==> src/rtl/ibex_rf_wport_arbiter.sv <==
`default_nettype none
// ============================================================================
// Module      : ibex_rf_wport_arbiter
// Description : Register-file write-port arbiter. It runs a clear sweep after
//               reset or on request, then arbitrates core and debug writes
//               with an anti-starvation force for the debug port.
// Revision    : 1.0 - initial release
// ============================================================================
module ibex_rf_wport_arbiter #(
    parameter bit                   RV32E       = 1'b0,
    parameter int unsigned          DataWidth   = 32,
    parameter logic [DataWidth-1:0] WordZeroVal = '0,
    parameter int unsigned          MaxWait     = 4
) (
    input  logic                 clk_i,
    input  logic                 rst_i,
    input  logic                 init_req_i,
    input  logic                 core_we_i,
    input  logic [4:0]           core_waddr_i,
    input  logic [DataWidth-1:0] core_wdata_i,
    output logic                 core_ready_o,
    input  logic                 dbg_req_i,
    input  logic [4:0]           dbg_waddr_i,
    input  logic [DataWidth-1:0] dbg_wdata_i,
    output logic                 dbg_gnt_o,
    output logic                 rf_we_o,
    output logic [4:0]           rf_waddr_o,
    output logic [DataWidth-1:0] rf_wdata_o,
    output logic                 init_done_o
);

    localparam int unsigned NUM_WORDS  = RV32E ? 16 : 32;
    localparam logic [4:0]  c_LAST_ADDR = 5'(NUM_WORDS - 1);
    localparam logic [3:0]  c_MAX_WAIT  = 4'(MaxWait);

    typedef enum logic [0:0] {
        ST_INIT = 1'b0,
        ST_RUN  = 1'b1
    } state_e;

    state_e                 r_state;
    state_e                 w_state_next;
    logic [4:0]             r_sweep_cnt;
    logic [4:0]             w_sweep_next;
    logic [3:0]             r_wait_cnt;
    logic [3:0]             w_wait_next;
    logic                   w_force;
    logic                   w_core_ready;
    logic                   w_dbg_gnt;
    logic                   w_wr_en;
    logic [4:0]             w_wr_addr;
    logic [DataWidth-1:0]   w_wr_data;
    logic                   w_core_addr_ok;
    logic                   w_dbg_addr_ok;

    // Address 0 is hard-wired; in RV32E the upper half does not exist.
    generate
        if (RV32E) begin : g_rv32e
            assign w_core_addr_ok = (core_waddr_i != 5'd0) && !core_waddr_i[4];
            assign w_dbg_addr_ok  = (dbg_waddr_i  != 5'd0) && !dbg_waddr_i[4];
        end else begin : g_rv32i
            assign w_core_addr_ok = (core_waddr_i != 5'd0);
            assign w_dbg_addr_ok  = (dbg_waddr_i  != 5'd0);
        end
    endgenerate

    always_ff @(posedge clk_i) begin
        if (rst_i) begin
            r_state <= ST_INIT;
        end else begin
            r_state <= w_state_next;
        end
    end

    always_comb begin
        w_state_next = r_state;
        w_sweep_next = r_sweep_cnt;
        w_wait_next  = 4'd0;
        w_force      = 1'b0;
        w_core_ready = 1'b0;
        w_dbg_gnt    = 1'b0;
        w_wr_en      = 1'b0;
        w_wr_addr    = r_sweep_cnt;
        w_wr_data    = WordZeroVal;
        case (r_state)
            ST_INIT: begin
                w_wr_en      = 1'b1;
                w_sweep_next = r_sweep_cnt + 5'd1;
                if (r_sweep_cnt == c_LAST_ADDR) begin
                    w_state_next = ST_RUN;
                    w_sweep_next = 5'd1;
                end
            end
            ST_RUN: begin
                w_sweep_next = 5'd1;
                w_force      = (r_wait_cnt == c_MAX_WAIT);
                w_core_ready = !w_force;
                w_dbg_gnt    = dbg_req_i && (!core_we_i || w_force);
                if (core_we_i && w_core_ready) begin
                    w_wr_en   = w_core_addr_ok;
                    w_wr_addr = core_waddr_i;
                    w_wr_data = core_wdata_i;
                end else if (w_dbg_gnt) begin
                    w_wr_en   = w_dbg_addr_ok;
                    w_wr_addr = dbg_waddr_i;
                    w_wr_data = dbg_wdata_i;
                end
                // Saturate while blocked; at MaxWait the grant is forced anyway.
                if (dbg_req_i && !w_dbg_gnt) begin
                    w_wait_next = (r_wait_cnt == c_MAX_WAIT) ? r_wait_cnt : r_wait_cnt + 4'd1;
                end
                if (init_req_i) begin
                    w_state_next = ST_INIT;
                end
            end
            default: begin
                w_state_next = ST_INIT;
            end
        endcase
    end

    always_ff @(posedge clk_i) begin
        if (rst_i) begin
            r_sweep_cnt <= 5'd1;
            r_wait_cnt  <= 4'd0;
            rf_we_o     <= 1'b0;
            rf_waddr_o  <= 5'd0;
            rf_wdata_o  <= '0;
        end else begin
            r_sweep_cnt <= w_sweep_next;
            r_wait_cnt  <= w_wait_next;
            rf_we_o     <= w_wr_en;
            if (w_wr_en) begin
                rf_waddr_o <= w_wr_addr;
                rf_wdata_o <= w_wr_data;
            end
        end
    end

    assign core_ready_o = w_core_ready;
    assign dbg_gnt_o    = w_dbg_gnt;
    assign init_done_o  = (r_state == ST_RUN);

endmodule
`default_nettype wire

==> config.mk <==
export PLATFORM = sky130hd
export DESIGN_NAME = ibex_rf_wport_arbiter
export DESIGN_NICKNAME = d
export VERILOG_FILES = /design/src/rtl/ibex_rf_wport_arbiter.sv
export SDC_FILE = /design/constraint.sdc
export NUM_CORES = 1
export LEC_CHECK = 0
export CAP_MARGIN = 20
export CORE_MARGIN = 2
export CORE_UTILIZATION = 35
export CTS_CLUSTER_DIAMETER = 120
export DETAILED_ROUTE_END_ITERATION = 6
export PLACE_DENSITY = 0.75
export SLEW_MARGIN = 40
export SYNTH_ARGS = -nofsm -noshare
export SYNTH_HDL_FRONTEND = slang
export SYNTH_SLANG_ARGS = --single-unit
==> constraint.sdc <==
create_clock -name clk_i -period 3.5 [get_ports clk_i]
set_input_delay 0.7 -clock clk_i [delete_from_list [all_inputs] [get_ports clk_i]]
set_output_delay 0.7 -clock clk_i [all_outputs]
set_load 0.05 [all_outputs]
==> flow_summary.yaml, run 1 <==
status:
  status: "completed"
drt:
  totalWireLength_mm: 6.138
  wire_per_inst_um: 15.82
  num_vias: 2042
  drc: 0
  ant_nets: 0
  via_per_inst: 5.263
  dr.pass1.iters: 4
  initialDrtViolationCount: 108
clock_tree:
  htreeDepth: 2
  cts_tree: "done"
  cts.clk_slew.worst_paths_ns: 0.08
  clkSinkCount: 48
  root_buffer: "clkbuf_8"
  clkLatencyLatePin_ns: 0.29
  cts_buffers: 5
  post_cts_buffers: 0
  ctsHoldBuffers: 0
  cts_resized: 0
  clk_path_buf_depth: 2
timing:
  max_freq_mhz: 318.5
  fin_hold_ws_ns: 0.4296
  final.period_utilization: 0.8972
  fin_crit_ns: 3.140
  fin_worst_skew_ns: 0.008134
  worst_slew_pin_slew_ns: 0.5854
  rsz0062_at_grt: "no"
  fin_setup_tns_ns: 0
  finalHoldViolations: 0
  relSlewSlack: 0.6097
  drv_slew: 0
  setup_viol: 0
job:
  drv_cap: 0
floorplan:
  initial_utilization: 0.3561
  fp.dieArea_um2: 6548
  chipHeight_um: 80.92
  core_area_um2: 5816
  rows: 28
  fp.dieW_um: 80.92
  io_pins: 120
finish:
  diodes: 0
  layout.nets: 395
  drive_above_1_share: 0.06070
  areaGrowthSynthToFinish_pct: 65.68
  instances_no_fill: 388
place:
  place.gp.congestion: 0.7621
  hpwl_mm: 4.412
  dp_cells: 380
  io_buffers: 119
worst_setup_path:
  startpoint_type: "input pin"
  cp.required_ns: 2.80
  r2r_end: "rf_wdata_o[17]"
  critical_path_class: "in2out"
  critPathMaxFanout: 10
  r2r-start: "r_wait_cnt[0]"
  end_kind: "output pin"
  rr_worst_depth: 7
  r2r_slack_ns: 1.05
  cp_data_arrival_time_ns: 2.44
logic_synthesis:
  synth_nets: 283
  synthCells: 200
  yosys_warnings: 0
  synth_area_um2: 2071
  avgSynthCellArea_um2: 10.35
  ys_types: 31
  ys_seq_area_frac: 0.4640
  ys_seq_elements: 48
global_route:
  track_usage: 0.1844
  overflow: 0
  antenna_found_initial: 0
  grt_pass1_vias: 1987
  grt_pass1_wl_mm: 9.584
  grt_max_degree: 36
power_and_ir_drop:
  peakVddDrop_mv: 0.1590
  power.density_nw_per_um2: 321.0
  p_leak_uw: 0.001421
worst_hold_path:
  hold_depth: 1
  hold_class: "reg2reg"
  hp-start: "r_sweep_cnt[0]"
  holdPathEnd: "r_sweep_cnt[0]"
worst max-delay path: stages:
cell and delay [ns]:
clkdlybuf4s50_1 0.54, nand2_1 0.21, and3_1 0.18, clkdlybuf4s50_1 0.80
synthesized netlist by cell type (all sizes together):
cell type	number	area (µm²)
a211oi	1	7.510
a21oi	2	10.01
a221o	32	320.3
a31oi	10	62.56
and2	6	37.54
and3	39	244.0
and3b	1	8.760
buf	8	58.80
clkbuf	11	41.29
dfxtp	48	960.9
ha	4	50.05
inv	2	7.510
nand2	3	11.26
nand3	3	15.01
nand3b	1	7.510
nor2	4	15.01
nor2b	1	6.260
nor3	2	10.01
nor4bb	2	20.02
o211a	2	20.02
o211ai	6	50.05
o21a	1	7.510
o21ai	1	16.27
o21bai	5	37.54
or4	2	18.77
xnor2	2	17.52
xor2	1	8.760
per-stage QoR:
| stage | setup slack, ns | area, µm² | total power [µW] | utilization |
|---|---|---|---|---|
| 3_3_place_gp | 0.3892 | 3323 | 720.6 | 0.5714 |
| 6_report | 0.3598 | 3431 | 1101 | 0.5899 |
| 2_1_floorplan | 1.145 | 2071 | 616.3 | - |
| 4_1_cts | 0.3756 | 3431 | 1113 | 0.5899 |
| 5_1_grt | 0.2644 | 3431 | 1149 | 0.5899 |
| 3_5_place_dp | 0.3864 | 3323 | 722.2 | 0.5714 |
state kept, by name, indices dropped and copies added, names as in the netlist:
register,flops
r_wait_cnt,4
rf_we_o,1
init_done_o,1
r_sweep_cnt,5
rf_wdata_o,32
rf_waddr_o,5
cell usage in the layout (no fill, tap or decap):
master / instances
buf_12: 1
o211ai_1: 5
nor4bb_1: 1
or4_4: 1
nor3_1: 2
clkinv_2: 1
clkbuf_1: 1
and2_1: 6
bufinv_16: 1
o21ai_4: 1
nor4bb_4: 1
xnor2_1: 2
o211ai_2: 1
ha_1: 4
a21oi_1: 2
nand3b_1: 1
xor2_1: 1
nand3_1: 3
or4_1: 1
inv_1: 2
clkdlybuf4s50_1: 119
buf_4: 4
nor2b_2: 1
nand2_1: 3
and3_1: 39
a31oi_1: 10
nor2_1: 4
o21bai_1: 5
dfxtp_1: 48
a221o_1: 32
o21a_1: 1
a211oi_1: 1
and3b_1: 1
clkbuf_8: 5
o211a_2: 2
worst max path at each step:
| stage | start | end | depth (start not counted) |
|---|---|---|---|
| 3_3_place_gp | core_we_i | dbg_gnt_o | 4 |
| 3_5_place_dp | core_we_i | dbg_gnt_o | 4 |
| 5_1_grt | core_we_i | dbg_gnt_o | 4 |
| 4_1_cts | core_we_i | dbg_gnt_o | 4 |
| 2_1_floorplan | init_done_o | dbg_gnt_o | 3 |
| 6_report | core_we_i | dbg_gnt_o | 4 |
layer usage:
metal  vias to the layer above  part of all wire  track usage
met1                       947              0.45       0.2428
met5                         -                 0            0
met4                         0             0.013      0.05763
met2                        79              0.46       0.3033
li1                       1008                 -            -
met3                         8             0.070      0.03778
area by class of cell:
cell class                      instances  area [µm²]
Timing Repair Buffer                  124        1241
Fill cell                             511        2385
Sequential cell                        48       960.9
Clock buffer                            6       72.57
Tap cell                               75       93.84
Multi-Input combinational cell        131        1020
Clock inverter                          2       35.03
Inverter                                2       7.507
report_power, final:
part / switching, µW / internal, µW
logic: 51.9 / 97.6
clock network: 178 / 212
registers: 6.88 / 554
cells by family (layout without fill, tap and decap cells):
family | Yosys count | after routing | synth area share
adder cells (fa/ha/maj) | 4 | 4 | 0.02417
AO/OA/AOI/OAI | 60 | 60 | 0.2568
AND/OR/NAND/NOR | 64 | 64 | 0.1903
XOR/XNOR | 3 | 3 | 0.01269
flip-flops | 48 | 48 | 0.4640
buffers and inverters | 21 | 134 | 0.05196
Note: power is estimated with default switching activity, not from simulation.
==> run 2: changes to the inputs <==
--- a/config.mk
+++ b/config.mk
@@ -8,7 +8,6 @@
 export CAP_MARGIN = 20
 export CORE_MARGIN = 2
 export CORE_UTILIZATION = 35
-export CTS_CLUSTER_DIAMETER = 120
 export DETAILED_ROUTE_END_ITERATION = 6
 export PLACE_DENSITY = 0.75
 export SLEW_MARGIN = 40
==> constraint.sdc (replaced) <==
create_clock -name clk_i -period 3.5 [get_ports clk_i]
set_input_delay 0.525 -clock clk_i [delete_from_list [all_inputs] [get_ports clk_i]]
set_output_delay 0.525 -clock clk_i [all_outputs]
set_load 0.05 [all_outputs]
==> flow_summary.yaml, run 2 (synthesis gave the netlist of run 1 again) <==
clock_tree:
  clkSinkCount: 48
  cts_tree: "done"
  clkLatencyLatePin_ns: 0.30
  clk_path_buf_depth: 2
  cts_buffers: 5
  cts_resized: 0
  htreeDepth: 2
  root_buffer: "clkbuf_8"
  ctsHoldBuffers: 0
  post_cts_buffers: 0
  cts.clk_slew.worst_paths_ns: 0.09
timing:
  setup_ws_ns: 0.5689
  final.period_utilization: 0.8375
  fin_hold_ws_ns: 0.4351
  setup_viol: 0
  relSlewSlack: 0.4639
  finalHoldViolations: 0
  fin_crit_ns: 2.931
  max_freq_mhz: 341.2
  drv_slew: 0
  fin_setup_tns_ns: 0
  fin_worst_skew_ns: 0.007346
  worst_slew_pin_slew_ns: 0.8042
  rsz0062_at_grt: "no"
finish:
  diodes: 0
  areaGrowthSynthToFinish_pct: 65.26
  regMostFlops: "rf_wdata_o"
  final_common_cell: "clkdlybuf4s50_1"
  largest_reg_flops: 32
  reg_top3: "rf_wdata_o: 32 flops, r_sweep_cnt: 5 flops, rf_waddr_o: 5 flops"
  drive_above_1_share: 0.06070
  mostFrequentLayoutCells: "clkdlybuf4s50_1, dfxtp_1, and3_1, a221o_1, a31oi_1"
  layout.nets: 395
place:
  dp_slack_ns: 0.6925
  place.gp.congestion: 0.7710
  hpwl_mm: 4.352
  io_buffers: 119
global_route:
  overflow: 0
  grt_max_degree: 33
  grt_pass1_vias: 1931
  grt_pass1_wl_mm: 9.439
  antenna_found_initial: 0
  track_usage: 0.1825
worst_setup_path:
  critical_path_class: "reg2out"
  critPathMaxFanout: 10
  end_kind: "output pin"
  startpoint_type: "flip-flop"
  cp_slowest_cell: "clkdlybuf4s50_1"
  cp.required_ns: 2.97
  cpPeakStageDelay_ns: 0.81
  cp_data_arrival_time_ns: 2.41
  crit_chain: "inv_1 -> ha_1 -> nand3b_1 -> nand2_1 -> and3_1 -> clkdlybuf4s50_1"
drt:
  via_per_inst: 5.369
  wire_per_inst_um: 15.49
  ant_nets: 0
  dr.pass1.iters: 4
  num_vias: 2083
  drc: 0
  initialDrtViolationCount: 76
  totalWireLength_mm: 6.011
power_and_ir_drop:
  p_leak_uw: 0.001421
  power.density_nw_per_um2: 323.8
  peakVddDrop_mv: 0.1920
floorplan:
  rows: 28
  initial_utilization: 0.3561
  fp.dieW_um: 80.92
  fp.dieArea_um2: 6548
  core_area_um2: 5816
  io_pins: 120
  chipHeight_um: 80.92
status:
  status: "completed"
job:
  drv_cap: 0
worst_hold_path:
  hold_class: "reg2reg"
[run 2: cell type report]
| cell class | count | area (µm²) |
|---|---|---|
| clock inverters | 3 | 42.54 |
| repair buffers | 124 | 1229 |
| inverters | 2 | 7.507 |
| flip-flops and latches | 48 | 960.9 |
| fillers | 530 | 2394 |
| clock buffers | 5 | 68.82 |
| well taps | 75 | 93.84 |
| multi-input cells | 131 | 1020 |
[run 2: metrics by stage]
step	std cells	power, µW	instance area (µm²)	util
after global placement	380	720.1	3311	0.5693
after CTS	388	1118	3422	0.5884
after global routing	388	1155	3422	0.5884
after floorplan	200	616.3	2071	-
after detailed placement	380	721.6	3311	0.5693
final	388	1108	3422	0.5884
[run 2: routing by layer]
layer,share of wire,vias up,wire length (µm),global-route usage
met1,0.43,974,2561,0.2316
met4,0.018,0,108,0.05593
met5,0,-,0,0
met2,0.47,90,2849,0.3050
met3,0.082,13,491,0.04556
li1,-,1006,-,-
[run 2: path summary, 6_finish.rpt]
| path | start | endpoint | slack (ns) | depth (start not counted) |
|---|---|---|---|---|
| worst min-delay path | r_sweep_cnt[0] | r_sweep_cnt[0] | 0.44 | 1 |
| worst max register to register | r_wait_cnt[0] | rf_wdata_o[1] | 1.28 | 7 |
| worst min register to register | r_sweep_cnt[0] | r_sweep_cnt[0] | 0.44 | 1 |
| worst max-delay path | r_wait_cnt[0] | dbg_gnt_o | 0.57 | 6 |
[run 2: power breakdown]
group	internal, µW	switching, µW
Combinational	96.7	51.9
Clock	212	188
Sequential	554	6.40
Total	862	246
[run 2: critical path: cells and delay by family, from the launching register on]
kind	cells	cell delay (ns)
adders and majority gates	1	0.18
buffers and inverters	2	0.88
and+or+nand+nor	3	0.71
DFF	1	0.35
==> run 3: changes to the inputs <==
--- a/config.mk
+++ b/config.mk
@@ -7,9 +7,9 @@
 export LEC_CHECK = 0
 export CAP_MARGIN = 20
 export CORE_MARGIN = 2
-export CORE_UTILIZATION = 35
+export CORE_UTILIZATION = 34
 export DETAILED_ROUTE_END_ITERATION = 6
-export PLACE_DENSITY = 0.75
+export PLACE_DENSITY = 0.76
 export SLEW_MARGIN = 40
 export SYNTH_ARGS = -nofsm -noshare
 export SYNTH_HDL_FRONTEND = slang
==> constraint.sdc (replaced) <==
create_clock -name clk_i -period 2.69 [get_ports clk_i]
set_input_delay 0.4035 -clock clk_i [delete_from_list [all_inputs] [get_ports clk_i]]
set_output_delay 0.4035 -clock clk_i [all_outputs]
set_load 0.05 [all_outputs]
==> flow_summary.yaml, run 3 (synthesis gave the netlist of run 1 again) <==
place:
  hpwl_mm: 4.457
  place.gp.congestion: 0.7755
  dp_cells: 383
  io_buffers: 119
floorplan:
  io_pins: 120
  fp.dieW_um: 82.04
  rows: 28
  fp.dieArea_um2: 6731
  chipHeight_um: 82.04
  initial_utilization: 0.3497
  core_area_um2: 5921
finish:
  regMostFlops: "rf_wdata_o"
  instances_no_fill: 391
  largest_reg_flops: 32
  final_common_cell: "clkdlybuf4s50_1"
  layout.nets: 398
  mostFrequentLayoutCells: "clkdlybuf4s50_1, dfxtp_1, and3_1, a221o_1, a31oi_1"
  reg_top3: "rf_wdata_o: 32 flops, r_sweep_cnt: 5 flops, rf_waddr_o: 5 flops"
  drive_above_1_share: 0.07278
  diodes: 0
  areaGrowthSynthToFinish_pct: 66.16
drt:
  num_vias: 2069
  ant_nets: 0
  via_per_inst: 5.292
  initialDrtViolationCount: 68
  drc: 0
  dr.pass1.iters: 4
  totalWireLength_mm: 6.076
  wire_per_inst_um: 15.54
power_and_ir_drop:
  combinationalPowerShare: 0.144
  p_seq_frac: 0.530
  power_frac_clock: 0.326
  swShare: 0.2300
  p_int_uw: 1058
  power.density_nw_per_um2: 399.4
  peakVddDrop_mv: 0.1969
  switching_power_uw: 316.0
  p_leak_uw: 0.001429
clock_tree:
  cts.clk_slew.worst_paths_ns: 0.09
  cts_tree: "done"
  root_buffer: "clkbuf_8"
  ctsHoldBuffers: 0
  clkLatencyLatePin_ns: 0.30
  htreeDepth: 2
  post_cts_buffers: 0
  clk_path_buf_depth: 2
  clkSinkCount: 48
  cts_resized: 0
  cts_buffers: 5
global_route:
  grt_max_degree: 36
  overflow: 0
  grt_pass1_wl_mm: 9.273
  grt_pass1_vias: 1959
  antenna_found_initial: 0
  track_usage: 0.1774
worst_setup_path:
  rr_worst_depth: 8
  crit_chain: "inv_1 -> ha_1 -> nand3b_1 -> and2_1 -> clkdlybuf4s50_1"
  cp_data_arrival_time_ns: 1.99
  crit_start: "r_wait_cnt[0]"
  end_kind: "output pin"
  cp_slowest_cell: "clkdlybuf4s50_1"
  cp.required_ns: 2.29
  critPathMaxFanout: 4
  critical_path_class: "reg2out"
  r2r-start: "r_wait_cnt[0]"
  cpPeakStageDelay_ns: 0.81
  r2r_slack_ns: 0.55
  startpoint_type: "flip-flop"
timing:
  fin_crit_ns: 2.393
  final.period_utilization: 0.8896
  finalHoldViolations: 0
  rsz0062_at_grt: "no"
  relSlewSlack: 0.6456
  drv_slew: 0
  fin_worst_skew_ns: 0.009654
  fin_setup_tns_ns: 0
  setup_viol: 0
  worst_slew_pin_slew_ns: 0.5300
  max_freq_mhz: 417.9
worst_hold_path:
  hold_class: "reg2reg"
  hp-start: "r_sweep_cnt[0]"
  hold_depth: 1
status:
  status: "completed"
job:
  drv_cap: 0
run 3: power groups by stage:
stage / clock network [µW] / logic [µW] / registers [µW]
floorplan: 0 / 41.2 / 761
finish: 448 / 198 / 729
global placement: 0 / 196 / 746
CTS: 465 / 198 / 729
detailed placement: 0 / 197 / 745
global route: 500 / 210 / 731
run 3: metal layers:
layer,GRT usage,share of wire,up-vias
met3,0.05275,0.078,4
met5,0,0,-
met2,0.3073,0.48,79
li1,-,-,1013
met1,0.2140,0.43,973
met4,0.04500,0.0069,0
run 3: path summary, 6_finish.rpt:
path                     to
max            core_ready_o
min          r_sweep_cnt[0]
max reg2reg   rf_wdata_o[2]
min reg2reg  r_sweep_cnt[0]
run 3: cell type report:
class	instances	area (µm²)
clock buffers	6	82.58
fillers	517	2480
inverters	2	7.507
repair buffers	127	1261
clock inverters	2	15.01
multi-input cells	131	1020
flip-flops and latches	48	960.9
well taps	75	93.84
run 3: per-stage QoR:
stage,cell area (µm²),utilization,hold slack [ns],setup WS (ns),power [µW]
2_1_floorplan,2071,-,0.3883,0.6312,801.8
3_3_place_gp,3343,0.5647,0.4059,0.2868,941.3
3_5_place_dp,3343,0.5647,0.4070,0.2569,942.7
4_1_cts,3441,0.5812,0.4288,0.2799,1392
5_1_grt,3441,0.5812,0.4648,0.1661,1441
6_report,3441,0.5812,0.4284,0.2970,1374
run 3: critical path: cells and delay by family (launching register included):
family	cells	cell delay [ns]
buf+inv	2	0.87
simple gates	2	0.23
fa+ha+maj	1	0.21
flops	1	0.38
